==> config.mk <==
export PLATFORM = sky130hd
export DESIGN_NAME = fire_layer_seq
export DESIGN_NICKNAME = d
export VERILOG_FILES = /design/src/rtl/fire_pkg.sv /design/src/rtl/fire_win_addr_gen.sv /design/src/rtl/fire_layer_seq.sv
export SDC_FILE = /design/constraint.sdc
export NUM_CORES = 1
export LEC_CHECK = 0
export CAP_MARGIN = 10
export CELL_PAD_IN_SITES_DETAIL_PLACEMENT = 1
export CELL_PAD_IN_SITES_GLOBAL_PLACEMENT = 2
export CORE_ASPECT_RATIO = 1.25
export CORE_MARGIN = 1
export CORE_UTILIZATION = 35
export DETAILED_ROUTE_END_ITERATION = 8
export PLACE_DENSITY = 0.81
export SKIP_LAST_GASP = 1
export SLEW_MARGIN = 10
export SYNTH_ARGS = -nofsm -noshare
export SYNTH_HDL_FRONTEND = slang
export SYNTH_SLANG_ARGS = --single-unit
==> constraint.sdc <==
create_clock -name clk -period 7.24 [get_ports clk]
set_input_delay 1.086 -clock clk [delete_from_list [all_inputs] [get_ports clk]]
set_output_delay 1.086 -clock clk [all_outputs]
set_load 0.01 [all_outputs]
==> src/rtl/fire_pkg.sv <==
// Shared types and default geometry for the fire expand layer sequencer.
package fire_pkg;

  typedef enum logic [2:0] {
    IDLE,
    RUN,
    DRAIN,
    WAIT_ACK,
    DONE
  } state_e;

  localparam int WOUT_DEF   = 8;
  localparam int CHIN_DEF   = 112;
  localparam int KDIM_DEF   = 3;
  localparam int ADDR_W_DEF = 16;
  localparam int WIN_DEF    = WOUT_DEF + KDIM_DEF - 1;
  localparam int TAPS_DEF   = KDIM_DEF * KDIM_DEF * CHIN_DEF;
  localparam int PIX_DEF    = WOUT_DEF * WOUT_DEF;

  // Counter width able to hold 0..n-1, never narrower than one bit.
  function automatic int cnt_w(input int n);
    return (n > 1) ? $clog2(n) : 1;
  endfunction

endpackage

==> src/rtl/fire_win_addr_gen.sv <==
// Walks the 3x3xCHIN window of every output pixel and produces the matching
// input feature-map address with adders only.
module fire_win_addr_gen
  import fire_pkg::*;
#(
  parameter int WOUT       = WOUT_DEF,
  parameter int CHIN       = CHIN_DEF,
  parameter int KERNEL_DIM = KDIM_DEF,
  parameter int ADDR_W     = ADDR_W_DEF,
  parameter int IFM_BASE   = 0
) (
  input  logic              clk,
  input  logic              rst,
  input  logic              clr,
  input  logic              advance,
  output logic [ADDR_W-1:0] addr,
  output logic              last
);

  localparam int WIN  = WOUT + KERNEL_DIM - 1;
  localparam int CH_W = cnt_w(CHIN);
  localparam int K_W  = cnt_w(KERNEL_DIM);
  localparam int O_W  = cnt_w(WOUT);

  localparam logic [ADDR_W-1:0] BASE      = ADDR_W'(IFM_BASE);
  localparam logic [ADDR_W-1:0] ROW_STEP  = ADDR_W'(WIN * CHIN);
  localparam logic [ADDR_W-1:0] COL_STEP  = ADDR_W'(CHIN);
  localparam logic [ADDR_W-1:0] WRAP_STEP = ADDR_W'(KERNEL_DIM * CHIN);
  localparam logic [CH_W-1:0]   CH_MAX    = CH_W'(CHIN - 1);
  localparam logic [K_W-1:0]    K_MAX     = K_W'(KERNEL_DIM - 1);
  localparam logic [O_W-1:0]    O_MAX     = O_W'(WOUT - 1);

  logic [CH_W-1:0]   ch_q, ch_d;
  logic [K_W-1:0]    kx_q, kx_d, ky_q, ky_d;
  logic [O_W-1:0]    ocol_q, ocol_d, orow_q, orow_d;
  logic [ADDR_W-1:0] addr_q, addr_d, row_q, row_d, pix_q, pix_d;
  logic              ch_end, kx_end, ky_end, ocol_end, orow_end;

  assign ch_end   = (ch_q == CH_MAX);
  assign kx_end   = (kx_q == K_MAX);
  assign ky_end   = (ky_q == K_MAX);
  assign ocol_end = (ocol_q == O_MAX);
  assign orow_end = (orow_q == O_MAX);
  assign last     = ch_end && kx_end && ky_end && ocol_end && orow_end;
  assign addr     = addr_q;

  // kx and ch together span K*CHIN contiguous addresses, so only a ky or
  // pixel step needs a jump; row_q/pix_q hold the bases for those jumps.
  always_comb begin
    ch_d   = ch_q;
    kx_d   = kx_q;
    ky_d   = ky_q;
    ocol_d = ocol_q;
    orow_d = orow_q;
    addr_d = addr_q;
    row_d  = row_q;
    pix_d  = pix_q;
    if (clr) begin
      ch_d   = '0;
      kx_d   = '0;
      ky_d   = '0;
      ocol_d = '0;
      orow_d = '0;
      addr_d = BASE;
      row_d  = BASE;
      pix_d  = BASE;
    end else if (advance) begin
      ch_d   = ch_q + 1'b1;
      addr_d = addr_q + 1'b1;
      if (ch_end) begin
        ch_d = '0;
        kx_d = kx_q + 1'b1;
        if (kx_end) begin
          kx_d   = '0;
          ky_d   = ky_q + 1'b1;
          row_d  = row_q + ROW_STEP;
          addr_d = row_q + ROW_STEP;
          if (ky_end) begin
            ky_d   = '0;
            ocol_d = ocol_q + 1'b1;
            pix_d  = pix_q + (ocol_end ? WRAP_STEP : COL_STEP);
            row_d  = pix_d;
            addr_d = pix_d;
            if (ocol_end) begin
              ocol_d = '0;
              orow_d = orow_end ? '0 : orow_q + 1'b1;
            end
          end
        end
      end
    end
  end

  always_ff @(posedge clk or posedge rst) begin
    if (rst) begin
      ch_q   <= '0;
      kx_q   <= '0;
      ky_q   <= '0;
      ocol_q <= '0;
      orow_q <= '0;
      addr_q <= BASE;
      row_q  <= BASE;
      pix_q  <= BASE;
    end else begin
      ch_q   <= ch_d;
      kx_q   <= kx_d;
      ky_q   <= ky_d;
      ocol_q <= ocol_d;
      orow_q <= orow_d;
      addr_q <= addr_d;
      row_q  <= row_d;
      pix_q  <= pix_d;
    end
  end

endmodule

==> src/rtl/fire_layer_seq.sv <==
// Sequences one fire expand layer: streams window reads to the MAC array,
// writes each finished pixel and reports completion after the output RAM ack.
module fire_layer_seq
  import fire_pkg::*;
#(
  parameter int WOUT       = WOUT_DEF,
  parameter int CHIN       = CHIN_DEF,
  parameter int KERNEL_DIM = KDIM_DEF,
  parameter int ADDR_W     = ADDR_W_DEF,
  parameter int IFM_BASE   = 0
) (
  input  logic                         clk,
  input  logic                         rst,
  input  logic                         start,
  input  logic                         ifm_ready,
  output logic                         ifm_rd,
  output logic [ADDR_W-1:0]            ifm_addr,
  output logic                         layer_en,
  input  logic                         layer_sample,
  output logic                         ofm_wr,
  output logic [$clog2(WOUT*WOUT)-1:0] ofm_addr,
  input  logic                         ram_feedback,
  output logic                         busy,
  output logic                         layer_finish
);

  localparam int PIX    = WOUT * WOUT;
  localparam int OFM_W  = $clog2(PIX);
  localparam int SCNT_W = $clog2(PIX + 1);
  localparam logic [SCNT_W-1:0] PIX_CNT = SCNT_W'(PIX);

  state_e            state_q, state_d;
  logic [SCNT_W-1:0] samp_q;
  logic [OFM_W-1:0]  ofm_addr_q;
  logic              fb_q, layer_en_q, ofm_wr_q;
  logic              start_acc, gen_last;

  assign start_acc = start && ((state_q == IDLE) || (state_q == DONE));

  fire_win_addr_gen #(
    .WOUT      (WOUT),
    .CHIN      (CHIN),
    .KERNEL_DIM(KERNEL_DIM),
    .ADDR_W    (ADDR_W),
    .IFM_BASE  (IFM_BASE)
  ) u_addr_gen (
    .clk    (clk),
    .rst    (rst),
    .clr    (start_acc),
    .advance(ifm_rd),
    .addr   (ifm_addr),
    .last   (gen_last)
  );

  // ifm_ready is a per-cycle grant: a read (ifm_rd) and a counter step happen
  // only in a RUN cycle where ifm_ready is high; there is no retry later.
  always_comb begin
    state_d = state_q;
    ifm_rd  = 1'b0;
    case (state_q)
      IDLE, DONE: if (start) state_d = RUN;
      RUN: begin
        ifm_rd = ifm_ready;
        if (ifm_ready && gen_last) state_d = DRAIN;
      end
      DRAIN:    if (samp_q == PIX_CNT) state_d = WAIT_ACK;
      WAIT_ACK: if (fb_q || ram_feedback) state_d = DONE;
      default:  state_d = IDLE;
    endcase
  end

  always_ff @(posedge clk or posedge rst) begin
    if (rst) begin
      state_q    <= IDLE;
      samp_q     <= '0;
      ofm_addr_q <= '0;
      fb_q       <= 1'b0;
      layer_en_q <= 1'b0;
      ofm_wr_q   <= 1'b0;
    end else begin
      state_q    <= state_d;
      layer_en_q <= ifm_rd;
      ofm_wr_q   <= 1'b0;
      if (start_acc) begin
        samp_q     <= '0;
        ofm_addr_q <= '0;
        fb_q       <= 1'b0;
      end else if (state_q != IDLE) begin
        // An early ack is remembered until WAIT_ACK consumes it.
        if (state_q == WAIT_ACK) fb_q <= 1'b0;
        else if (ram_feedback)   fb_q <= 1'b1;
        if (layer_sample && (samp_q < PIX_CNT)) begin
          ofm_wr_q   <= 1'b1;
          ofm_addr_q <= samp_q[OFM_W-1:0];
          samp_q     <= samp_q + 1'b1;
        end
      end
    end
  end

  assign layer_en     = layer_en_q;
  assign ofm_wr       = ofm_wr_q;
  assign ofm_addr     = ofm_addr_q;
  assign busy         = (state_q == RUN) || (state_q == DRAIN) || (state_q == WAIT_ACK);
  assign layer_finish = (state_q == DONE);

endmodule

==> results.txt, run 1 <==
Chip height - 128 µm
Critical Path Fanout Max - 12
Hold Crit Start - u_addr_gen.orow_q[0]
Initial core utilization - 36.2%
Hold WS - 0.503 ns
Sw Share - 28.0%
CTS sink cnt - 80
DRT Pass-1 Iters - 4
Final period util - 58.0%
Residual DRC - 0
Most common cell after layout, fill and taps aside - dfrtp_1
Cell Count, Final, Fillers Out - 659
Ys flop type - dfrtp_1
Least-Margin Pin Slew - 1.13 ns
Worst Hold Class - reg -> reg
Final net count - 508
Post CTS Setup Buffer Count - 0
Inserted Diodes - 0
Clock Path Buffers - 2
CTS root buffer - clkbuf_16
Reg2reg start - state_q[1]
Pin count of the biggest net entering global routing - 81
P_int - 0.923 mW
CTS resizes - 0
Final hold violation count - 0
P_leak - 2.27 nW
Critical Path Source - ifm_ready
CTS buffer count - 9
CTS tree - yes
WP data required - 6.15 ns
Maximum VDD drop - 0.173 mV
Dpl cells - 642
Fin crit period - 4.20 ns
DR iter-0 viols - 130
Setup CP Type - in -> out
Max Slew Vio Count - 0
Placement Cell Area - 4850 µm²
Post-synth cell types - 63
Clock Latency Late Sink - 0.34 ns
Relative slew margins - 24.6%
Combinational power share - 16.4%
Vias per cell - 5.77
Worst-path clk slew - 0.06 ns
P&R area growth vs syn - 17.4%
# IOs - 33
Final ANT Viol Nets - 0
Final setup viols - 0
Mean post-synth cell area - 9.47 µm²
DIE WIDTH - 103 µm
Skew final - 0.00394 ns
FFs w/ async S/R, synth - 100%
Port Buffers - 32
Final WL - 12300 µm
First-pass GRT wire length - 20600 µm
Wire per inst - 18.6 µm
Fmax - 238 MHz
Post-synth EDFFs - 0
Hold buffer count at CTS - 0
Post-synthesis sequential area ratio - 45.3%
Core Region - 12200 µm²
FF+latch count, synth - 80
RSZ-0062 raised after global routing - false
Most frequent cells in the layout - 80 x dfrtp_1, 46 x nand2_1, 42 x o21ai_0
Clock power frac - 39.4%
GP Congestion - 0.797
Setup crit end kind - output port
Total number of vias - 3803
Finished Cell Area - 5190 µm²
Vias in the first global route - 4028
Die area - 13100 µm²
Cells after Synth - 467
Reg power frac - 44.2%
CTS H-tree lvls - 3
Post-DP HPWL - 8290 µm
# rows - 45
Synth warn - 0
Initial antenna violation count - 0
Pwr dens - 247 nW/µm²
Sum of negative setup slack - 0 ns
Worst setup SP type - input port
Aggregate global routing overflow - 0
Max-cap violations - 0
Tot GR Track Use - 20.5%
Status - complete, no violations
Syn Nets - 485
Mapped Area - 4420 µm²
Worst EP arrival - 3.11 ns
Layout cell share with drive strength beyond 1 - 6.46%
Psw - 0.360 mW
[layer usage]
layer  vias up  routed length, µm  track usage, %
met5         -                  0               0
met4         0                170            6.72
met3        13                226            3.22
met1      1969               5370            25.0
li1       1776                  -               -
met2        45               6490            36.4
[critical path, cell delays in order]
cell and delay, ns:
clkdlybuf4s50_1 0.50, nand4bb_1 0.43, inv_1 0.48, clkdlybuf4s50_1 0.62
[layout make-up]
type | instances | area [µm²]
fill | 1417 | 7030
multi-input combinational | 352 | 2270
sequential | 80 | 2000
timing repair buffer | 34 | 335
clock buffer | 10 | 239
tap | 164 | 205
clock inverter | 6 | 91.3
inverter | 13 | 50.0
[power by group through the flow]
stage | Combinational [mW] | Sequential (mW) | Clock, mW
after floorplan | 0.116 | 0.569 | 0
after CTS | 0.214 | 0.568 | 0.518
after global routing | 0.238 | 0.577 | 0.538
final | 0.210 | 0.567 | 0.506
after global placement | 0.204 | 0.571 | 0
after detailed placement | 0.211 | 0.574 | 0
[state kept, by name, summed over array words and instances, names as in the netlist, 2 cells and up]
signal             flops
u_addr_gen.addr       16
state_q                3
samp_q                 7
u_addr_gen.ocol_q      3
u_addr_gen.ch_q        7
u_addr_gen.pix_q      12
ofm_addr               6
u_addr_gen.ky_q        2
u_addr_gen.orow_q      3
u_addr_gen.row_q      16
u_addr_gen.kx_q        2
[final timing paths]
check                                       endpoint  slack [ns]  cells past startpoint
min in group asynchronous                  samp_q[0]        1.40                      3
worst max register to register  u_addr_gen.orow_q[0]        3.95                      5
worst max-delay path                          ifm_rd        3.04                      4
worst min-delay path            u_addr_gen.orow_q[0]        0.50                      1
worst min register to register  u_addr_gen.orow_q[0]        0.50                      1
max in group asynchronous       u_addr_gen.pix_q[15]        5.15                      3
[per-stage QoR]
stage | power, mW | utilization (%) | setup slack [ns]
after detailed placement | 0.785 | 39.7 | 2.94
after global routing | 1.35 | 42.5 | 2.91
after global placement | 0.775 | 39.7 | 3.05
final | 1.28 | 42.5 | 3.04
after floorplan | 0.685 | - | 4.10
after CTS | 1.30 | 42.4 | 3.02
[synth_stat cells, drive strengths merged (3+ instances only)]
master  instances  area share, %
a41oi           3           0.59
nor2           41            3.5
a22o            9            1.8
o41ai           5           0.99
o31ai          10            1.8
xnor2           5           0.99
xor2           15            3.0
nand2          47            4.0
a21o            3           0.51
dfrtp          80             45
nor2b           3           0.42
and4            3           0.59
ha             11            3.1
a21oi          16            1.8
clkbuf         10           0.85
nor3            8           0.91
nand4          11            1.6
and2            5           0.71
a31oi           9            1.3
inv            13            1.1
a211o           3           0.59
o311ai          3           0.59
o21ai          42            4.8
a221o           4           0.93
nand3          23            2.6
nor4            4            1.0
and3           11            1.6
mux2i          10            2.3
o211ai          5           0.85
a31o            3           0.59
nand2b          4           0.57
buf            12            1.6
[cells by family after synthesis]
kind of cell	share of synthesized area (%)
xor+xnor	3.96
compound gates	19.8
simple gates	21.1
buf+inv	3.56
fa+ha+maj	3.56
flops	45.3
mux	2.77
(Power assumes the default switching activity.)
==> inputs of run 2 (changes only) <==
Clock period 7.24 ns to 4.16 ns, I/O delays scaled along.
==> results.txt, run 2 (same netlist as run 1, synthesis figures left out) <==
Multi-input logic area - 2270 µm²
Final WL - 12400 µm
Fillers - 1434
Post-DP HPWL - 8770 µm
Hold path cells - 2
CTS H-tree lvls - 3
DRT Pass-1 Iters - 4
CTS resizes - 0
Most frequent cells in the layout - 80 x dfrtp_1, 46 x nand2_1, 42 x o21ai_0
Pin count of the biggest net entering global routing - 30
P&R area growth vs syn - 17.8%
Setup CP Type - in -> out
Aggregate global routing overflow - 0
# IOs - 33
Total number of vias - 3794
Max Slew Vio Count - 0
Pwr dens - 414 nW/µm²
Chip height - 128 µm
Wire per inst - 18.6 µm
Clock Path Buffers - 2
WP data required - 3.54 ns
Final ANT Viol Nets - 0
Final setup viols - 0
CTS root buffer - clkbuf_16
P_leak - 2.30 nW
Inserted Diodes - 0
RSZ-0062 raised after global routing - false
Relative slew margins - 27.3%
GP Congestion - 0.771
Final Util - 42.7%
Hold buffer count at CTS - 0
Setup crit end kind - output port
Post-Place Setup Slack - 1.18 ns
First-pass GRT wire length - 20500 µm
Hold WS - 0.491 ns
Skew final - 0.0121 ns
Most common cell after layout, fill and taps aside - dfrtp_1
Port Buffers - 32
Final hold violation count - 0
Worst Hold Class - reg -> reg
Sum of negative setup slack - 0 ns
Initial antenna violation count - 0
Storage element area - 2000 µm²
Fmax - 336 MHz
Die area - 13100 µm²
CTS buffer count - 9
Final net count - 515
Post CTS Setup Buffer Count - 0
Layout cell share with drive strength beyond 1 - 7.77%
DR iter-0 viols - 96
# rows - 45
Maximum VDD drop - 0.327 mV
Worst-path clk slew - 0.06 ns
Residual DRC - 0
DIE WIDTH - 103 µm
Vias per cell - 5.70
Tot GR Track Use - 20.5%
Vias in the first global route - 3985
Max-cap violations - 0
Worst setup margin - 1.18 ns
Least-Margin Pin Slew - 1.09 ns
Initial core utilization - 36.2%
Status - complete, no violations
Core Region - 12200 µm²
Critical Path Fanout Max - 12
Fin crit period - 2.98 ns
R2R cell count - 9
Clock Latency Late Sink - 0.34 ns
Worst EP arrival - 2.36 ns
Worst setup SP type - input port
CTS tree - yes
CTS sink cnt - 80
Final period util - 71.6%
run 2: changes by cell type in the layout (fill, tap and decap cells not counted):
cell | previous run | this run
buf_4 | 2 | 9
clkinv_2 | 1 | 3
clkinv_4 | 0 | 2
bufinv_16 | 2 | 1
clkbuf_8 | 1 | 0
clkinvlp_4 | 3 | 2
inv_6 | 1 | 0
run 2: path summary, 6_finish.rpt:
kind	startpoint	endpoint	slack [ns]
worst min register to register	u_addr_gen.row_q[4]	u_addr_gen.row_q[4]	0.49
min in group asynchronous	rst	ofm_addr[0]	0.60
worst max-delay path	ifm_ready	ifm_rd	1.18
worst max register to register	u_addr_gen.ocol_q[0]	u_addr_gen.addr[9]	1.23
worst min-delay path	u_addr_gen.row_q[4]	u_addr_gen.row_q[4]	0.49
max in group asynchronous	rst	u_addr_gen.ch_q[0]	2.82
run 2: stage by stage:
step	total power [mW]	area (µm²)	instances
2_1_floorplan	1.19	4420	467
5_1_grt	2.27	5210	666
3_3_place_gp	1.35	4910	649
6_report	2.16	5210	666
3_5_place_dp	1.37	4910	649
4_1_cts	2.18	5200	665
run 2: metal layers:
| metal | global-route usage (%) | up-vias | routed length (µm) |
|---|---|---|---|
| li1 | - | 1794 | - |
| met1 | 25.2 | 1945 | 5500 |
| met2 | 36.1 | 41 | 6380 |
| met3 | 2.34 | 14 | 196 |
| met4 | 8.07 | 0 | 274 |
| met5 | 0 | - | 0 |
run 2: cell type report:
type	instances	share of cell area [%]
inverter	13	0.960
timing repair buffer	41	7.44
multi-input combinational	352	43.5
clock buffer	9	4.32
tap	164	3.94
sequential	80	38.4
clock inverter	7	1.39
run 2: power breakdown:
group / internal (mW) / switching, mW / total (mW)
sequential: 0.876 / 0.112 / 0.988
combinational: 0.187 / 0.181 / 0.368
clock: 0.465 / 0.336 / 0.801
total: 1.53 / 0.629 / 2.16
run 2: worst max-delay path, stage by stage:
cell             delay [ns]
clkdlybuf4s50_1        0.51
nand4bb_1              0.11
buf_4                  0.19
inv_1                  0.30
clkdlybuf4s50_1        0.61
